--- config.mk ---
export PLATFORM = sky130hd
export DESIGN_NAME = frame_check
export DESIGN_NICKNAME = d
export VERILOG_FILES = /design/src/rtl/frame_check.sv
export SDC_FILE = /design/constraint.sdc
export NUM_CORES = 1
export LEC_CHECK = 0
export CORE_MARGIN = 2
export CORE_UTILIZATION = 47
export DETAILED_ROUTE_END_ITERATION = 12
export PLACE_DENSITY = 0.77
export SKIP_CTS_REPAIR_TIMING = 1
export SLEW_MARGIN = 25
export SYNTH_ARGS = -nofsm -noshare
export SYNTH_HDL_FRONTEND = slang
export SYNTH_SLANG_ARGS = --single-unit
--- constraint.sdc ---
create_clock -name clk -period 4.8 [get_ports clk]
set_clock_uncertainty 0.2 [all_clocks]
set_input_delay 0.48 -clock clk [delete_from_list [all_inputs] [get_ports clk]]
set_output_delay 0.48 -clock clk [all_outputs]
set_load 0.01 [all_outputs]
--- src/rtl/frame_check.sv ---
// Receive-side UART frame checker: deserialises strobed bits, checks parity and stop bits,
// and keeps saturating per-error-type counters.
module frame_check #(
    parameter int DATA_WIDTH = 8,
    parameter int CNT_WIDTH  = 8
) (
    input  logic                  clk,
    input  logic                  rst,
    input  logic                  bit_vld,
    input  logic                  sampled_bit,
    input  logic [3:0]            DATA_LEN,
    input  logic                  PAR_EN,
    input  logic [1:0]            PAR_TYP,
    input  logic                  STP_2,
    input  logic                  clr_cnt,
    output logic [DATA_WIDTH-1:0] P_DATA,
    output logic                  data_valid,
    output logic                  frame_done,
    output logic                  par_err,
    output logic                  stp_err,
    output logic [CNT_WIDTH-1:0]  par_err_cnt,
    output logic [CNT_WIDTH-1:0]  stp_err_cnt
);

    localparam logic [1:0] IDLE   = 2'd0;
    localparam logic [1:0] DATA   = 2'd1;
    localparam logic [1:0] PARITY = 2'd2;
    localparam logic [1:0] STOP   = 2'd3;

    localparam logic [3:0]           MAX_LEN = 4'(DATA_WIDTH);
    localparam logic [CNT_WIDTH-1:0] CNT_MAX = '1;
    localparam logic [CNT_WIDTH-1:0] CNT_ONE = CNT_WIDTH'(1);

    logic [1:0]            state;
    logic [3:0]            len_q;
    logic [3:0]            bit_cnt;
    logic                  par_en_q;
    logic [1:0]            par_typ_q;
    logic                  stp2_q;
    logic [DATA_WIDTH-1:0] shift_q;
    logic                  par_flag;
    logic                  stp_flag;
    logic                  stop_cnt;

    logic exp_par;
    logic last_stop;
    logic frame_stp;
    logic frame_good;

    // Upper shift bits are cleared at start, so XOR over the whole register equals XOR of the frame data.
    always_comb begin
        exp_par = 1'b0;
        case (par_typ_q)
            2'b00:   exp_par = ^shift_q;
            2'b01:   exp_par = ~^shift_q;
            2'b10:   exp_par = 1'b1;
            default: exp_par = 1'b0;
        endcase
    end

    assign last_stop  = (state == STOP) && bit_vld && (!stp2_q || stop_cnt);
    assign frame_stp  = stp_flag | ~sampled_bit;
    assign frame_good = !par_flag && !frame_stp;

    always_ff @(posedge clk) begin
        if (rst) begin
            state     <= IDLE;
            len_q     <= MAX_LEN;
            bit_cnt   <= '0;
            par_en_q  <= 1'b0;
            par_typ_q <= 2'b00;
            stp2_q    <= 1'b0;
            shift_q   <= '0;
            par_flag  <= 1'b0;
            stp_flag  <= 1'b0;
            stop_cnt  <= 1'b0;
        end else begin
            case (state)
                IDLE: begin
                    if (bit_vld && !sampled_bit) begin
                        state     <= DATA;
                        len_q     <= (DATA_LEN < 4'd5 || DATA_LEN > MAX_LEN) ? MAX_LEN : DATA_LEN;
                        par_en_q  <= PAR_EN;
                        par_typ_q <= PAR_TYP;
                        stp2_q    <= STP_2;
                        bit_cnt   <= '0;
                        shift_q   <= '0;
                        par_flag  <= 1'b0;
                        stp_flag  <= 1'b0;
                        stop_cnt  <= 1'b0;
                    end
                end
                DATA: begin
                    if (bit_vld) begin
                        for (int i = 0; i < DATA_WIDTH; i++) begin
                            if (bit_cnt == 4'(i)) shift_q[i] <= sampled_bit;
                        end
                        bit_cnt <= bit_cnt + 4'd1;
                        if (bit_cnt == len_q - 4'd1) state <= par_en_q ? PARITY : STOP;
                    end
                end
                PARITY: begin
                    if (bit_vld) begin
                        par_flag <= (sampled_bit != exp_par);
                        state    <= STOP;
                    end
                end
                STOP: begin
                    // A bad first stop bit still consumes the second one in two-stop mode.
                    if (bit_vld) begin
                        stp_flag <= frame_stp;
                        stop_cnt <= 1'b1;
                        if (!stp2_q || stop_cnt) state <= IDLE;
                    end
                end
                default: state <= IDLE;
            endcase
        end
    end

    always_ff @(posedge clk) begin
        if (rst) begin
            P_DATA     <= '0;
            data_valid <= 1'b0;
            frame_done <= 1'b0;
            par_err    <= 1'b0;
            stp_err    <= 1'b0;
        end else begin
            frame_done <= last_stop;
            par_err    <= last_stop && par_flag;
            stp_err    <= last_stop && frame_stp;
            data_valid <= last_stop && frame_good;
            if (last_stop && frame_good) P_DATA <= shift_q;
        end
    end

    // Clear beats a coincident increment; both counters stick at all-ones.
    always_ff @(posedge clk) begin
        if (rst) begin
            par_err_cnt <= '0;
            stp_err_cnt <= '0;
        end else if (clr_cnt) begin
            par_err_cnt <= '0;
            stp_err_cnt <= '0;
        end else begin
            if (last_stop && par_flag && par_err_cnt != CNT_MAX)
                par_err_cnt <= par_err_cnt + CNT_ONE;
            if (last_stop && frame_stp && stp_err_cnt != CNT_MAX)
                stp_err_cnt <= stp_err_cnt + CNT_ONE;
        end
    end

endmodule

; Word level (Yosys, flattened, before mapping)
; Index checks and enable logic that the tools add are counted.
[classes]
addsub = 4
order_cmp = 2
eq_ne = 30
mux = 31
reduce_logical = 37
bitwise = 2
[ops]
columns = op, count
row1 = 4-bit AND reduction, 8
row2 = 2-bit != test (second input constant), 13
row3 = 8-bit by 1-bit adder with 8-bit output (second input constant), 2
row4 = 4-bit by 3-bit equality test with 1-bit output (second input constant), 4
row5 = 8-bit 2-to-1 mux, 2
row6 = 8-bit != test (second input constant), 2
row7 = 8-bit case mux with 2 select lines, 1
row8 = 1-bit 2-to-1 mux, 13
row9 = 2-bit 2-to-1 mux, 6
row10 = 4-bit 2-to-1 mux, 3
row11 = 1-bit logical AND, 9
row12 = 3-bit AND reduction, 3
row13 = 4-bit by 2-bit equality test with 1-bit output (second input constant), 2
row14 = 2-bit case mux with 4 select lines, 1
row15 = 4-bit case mux with 2 select lines, 1
row16 = 8-bit XNOR reduction, 1
row17 = 8-bit parity, 1
row18 = 2-bit equality test (second input constant), 3
row19 = 1-bit case mux with 2 select lines, 3
row20 = 6-bit AND reduction, 1
row21 = 2-bit nonzero test, 3
row22 = 4-bit by 1-bit adder with 4-bit output (second input constant), 1
row23 = 2-bit by 1-bit equality test with 1-bit output (second input constant), 2
row24 = 4-bit by 1-bit equality test with 1-bit output (second input constant), 1
row25 = other kinds (15), 20
[totals]
wordCells = 130
regBits = 53
out_inout_bits = 28

; Depth between registers and ports, before layout
[depth]
ltp_word = 5
depth_mapped = 9
ltp_nobuf = 7

; Worst setup path after synthesis
; No wires, ideal clock.
[synth_timing]
path_type = reg2reg
start = reg state[0]
end = reg shift_q[0]
setup_ns = 0.065
period_less_slack_ns = 2.044
stages_incl_launch_ff = 9
path_buffers = 1
path_slack_ns = 2.756
arrival_time_ns = 1.779
path_cell_list = dfxtp_1 -> inv_1 -> ha_1 -> buf_2 -> a21boi_4 -> o21ai_2 -> nor4b_2 -> mux2_2 -> nor2_1
[synth_between]
elab_chain_len = 3
elab_cells_between_ends = 8
[synth_lines]
columns = element, line
row1 = "start, declared", 34  ; logic [1:0] state;
row2 = "start signal, assigned", 99  ; if (bit_cnt == len_q - 4'd1) state <= par_en_q ? PARITY : STOP;
row3 = 2-bit by 1-bit equality test with 1-bit output / 2-bit logical NOT (equally long branches), 78  ; case (state)
row4 = 2-bit != test (no source line) / 2-bit nonzero test (equally long branches), -
row5 = 4-bit AND reduction (no source line), -
row6 = "end signal, assigned by index", 96  ; if (bit_cnt == 4'(i)) shift_q[i] <= sampled_bit;
row7 = "end, declared", 40  ; logic [DATA_WIDTH-1:0] shift_q;
; Several ways; a longest one is shown, not always the timed one.
; A chain may end at the register's enable or synchronous reset.

; Worst setup path after layout
[layout_timing]
start = in bit_vld
end = reg shift_q[1]
[layout_between]
elab_chain_len = 3
elab_cells_between_ends = 4
[layout_lines]
columns = element, line
row1 = "start, declared", 9  ; input logic bit_vld,
row2 = 1-bit logical AND, 80  ; if (bit_vld && !sampled_bit) begin
row3 = 2-bit != test (no source line), -
row4 = 4-bit AND reduction (no source line) (*), -
; Every way passes the cells marked *; elsewhere a longest branch is shown, timed or not.

==> key figures <==
Run status
  • Status: finished, final reports clean

STA
  • Tcrit/Tclk final: 0.506
  • Setup_tns: 0 ns
  • Peak Freq: 412 MHz
  • Rel. slew slack: 0.655
  • Min cycle time layout: 2.43 ns
  • Final Max Slew Viols: 0
  • Final setup margin: 2.37 ns
  • RSZ-0062 raised after global routing: false
  • Final-report hold violation count: 0
  • Slew @ Worst Pin: 0.518 ns
  • Setup violators final: 0

Yosys
  • Syn Inst Count: 301
  • Yosys cell types: 52
  • Post-synthesis async set-or-reset flop share: 0
  • Syn. warnings: 0
  • EDFF count, synth: 0
  • Post-synthesis area per instance: 9.07 um2
  • Synth Cell Area: 2730 um2
  • Predominant post-synthesis flop cell: dfxtp_1
  • Seq/Total Area, Yosys: 0.389
  • Post-synth net total: 325
  • Register bit total from synthesis: 53

Global routing
  • Global-route wire length before repair: 9020 um
  • Vias in the first global route: 1995
  • Largest net degree at the start of global routing: 33
  • GRT overflow: 0
  • GRT Util Overall: 0.175
  • Initial antenna violation count: 0

Run
  • Max_cap viols: 0

Worst setup path
  • CP max stage cell: clkdlybuf4s50_1
  • CP Launch Type: primary input
  • Req. time, crit path: 4.84 ns
  • CP cell instances: clkdlybuf4s50_1 -> a21boi_4 -> o21ai_2 -> nor4b_2 -> mux2_2 -> nor2_1
  • CP top delay family: buffers and inverters
  • Arrival time at the worst endpoint: 2.47 ns
  • Crit-path max FO: 11
  • Crit end category: flip-flop
  • Kind of critical path: in -> reg
  • Crit path buf inv count: 1
  • Critical Path Max Stage Delay: 0.76 ns

Drt
  • Initial DRC Count: 81
  • Vias: 2127
  • Drt pass-1 iters: 4
  • Post-DR vias/cell: 5.21
  • Final wirelength: 5300 um
  • WL per Instance: 13.0 um
  • DR DRC count: 0
  • Antenna viol nets, final: 0

Final layout
  • Final std cells w/o fill: 408
  • Nets: 360
  • Ant diodes: 0
  • Layout Utilization: 0.585
  • Share of layout cells above drive strength 1: 0.0863
  • Area Growth Syn to Fin: 19.5%

Power
  • Worst VDD drop: 0.181 mV
  • Pwr Total: 0.980 mW
  • Power per cell area: 300 nW/um2
  • Leakage: 1.18 nW

Placement
  • HPWL Detailed: 3820 um
  • Input/output buffers: 40
  • Placed instance count: 401
  • Dpl ws: 2.07 ns
  • RD Place Congestion: 0.856

Clock network
  • Clock transition at path regs: 0.09 ns
  • Htree depth: 2
  • Total CTS buffers: 5
  • Clock root buffer: clkbuf_8
  • Clk buf depth: 2
  • Clock latency on the worst-skew pair: 0.30 ns
  • CTS tree: done
  • Clock sinks: 53

Hold path
  • Hold Crit Class: reg -> reg

Die
  • Initial Util: 0.490
  • Die Width: 80.2 um
  • Core Footprint: 5570 um2
  • Die Ht: 80.2 um
  • IO Pins: 41
  • Row count: 27
  • DIE AREA: 6430 um2
==> report_power, final <==
part | internal [mW] | switching, mW | leakage [nW]
Combinational | 0.0894 | 0.134 | 0.694
Sequential | 0.454 | 0.0157 | 0.428
Clock | 0.152 | 0.135 | 0.0540
==> Yosys cell counts, drive strengths merged (2+ instances only) <==
cell	count	area [um2]
nor4b	7	92.6
nor2	40	150
nand3	11	55.1
and2	3	21.3
nor4	6	37.5
o21a	5	38.8
o211a	2	20.0
ha	11	138
o21ai	6	33.8
nor3	7	40.0
mux2i	12	120
nand4b	5	43.8
clkbuf	5	18.8
nand2	30	113
a31oi	2	12.5
a211oi	3	22.5
a21oi	15	78.8
nand2b	4	35.0
and3	6	37.5
inv	12	45.0
mux2	4	45.0
nand4	3	25.0
dfxtp	53	1060
buf	8	50.1
xor2	6	52.6
xnor2	21	184
==> stage by stage <==
| step | hold slack (ns) | cell area (um2) |
|---|---|---|
| 4_1_cts | 0.273 | 3260 |
| 3_3_place_gp | 0.245 | 3160 |
| 2_1_floorplan | 0.236 | 2730 |
| 3_5_place_dp | 0.261 | 3160 |
| 6_report | 0.272 | 3260 |
| 5_1_grt | 0.290 | 3260 |
==> layout by cell type, fill, tap and decap left out, drive strengths merged, types with 2 or more instances in the layout <==
| cell | synthesis | layout |
|---|---|---|
| nand4b | 5 | 5 |
| nand2b | 4 | 4 |
| inv | 12 | 12 |
| mux2 | 4 | 4 |
| nand3 | 11 | 11 |
| o211a | 2 | 2 |
| nor4 | 6 | 6 |
| nor4b | 7 | 7 |
| xnor2 | 21 | 21 |
| nand4 | 3 | 3 |
| ha | 11 | 11 |
| a21oi | 15 | 15 |
| a31oi | 2 | 2 |
| nor3 | 7 | 7 |
| and3 | 6 | 6 |
| nor2 | 40 | 40 |
| a211oi | 3 | 3 |
| dfxtp | 53 | 53 |
| nand2 | 30 | 30 |
| xor2 | 6 | 6 |
| clkdlybuf4s50 | 0 | 40 |
| mux2i | 12 | 12 |
| o21a | 5 | 5 |
| o21ai | 6 | 6 |
| clkbuf | 5 | 5 |
| and2 | 3 | 3 |
==> per-layer routing <==
layer  global-route usage  vias up  share of wire
met4               0.0627        0          0.014
met5                    0        -              0
met3               0.0315        7          0.038
met2                0.286       46           0.47
met1                0.232      973           0.48
li1                     -     1101              -
==> path summary, 6_finish.rpt <==
kind	startpoint	endpoint	cells after the start	slack, ns
hold / removal	par_en_q	par_en_q	2	0.27
hold reg to reg	par_en_q	par_en_q	2	0.27
setup reg to reg	state[1]	shift_q[1]	7	2.52
setup / recovery	bit_vld	shift_q[1]	6	2.37
==> state kept, by name (all words and copies together), names as in the netlist, 2 cells and up <==
| name | count |
|---|---|
| P_DATA | 8 |
| par_err_cnt | 8 |
| shift_q | 8 |
| stp_err_cnt | 8 |
| bit_cnt | 4 |
| len_q | 4 |
| par_typ_q | 2 |
| state | 2 |
==> cell type report <==
type	instances	area, um2
flip-flops and latches	53	1060
inverters	12	45.0
clock buffers	5	68.8
well taps	72	90.1
clock inverters	2	35.0
multi-input cells	223	1560
fillers	523	2310
repair buffers	41	408
==> worst min-delay path: stages, from the launching register on <==
cell and delay, ns:
dfxtp_1 0.32, nand2_1 0.06, a21oi_1 0.05
==> cells by family (layout without fill, tap and decap cells) <==
group	after synthesis	in the layout	share of synthesized area
mux	16	16	0.0605
xor+xnor	28	28	0.0953
buf+inv	25	60	0.0417
fa+ha+maj	11	11	0.0504
flops	53	53	0.389
compound gates	37	37	0.0985
simple gates	131	131	0.265
Power figures use the tool's default switching activity.
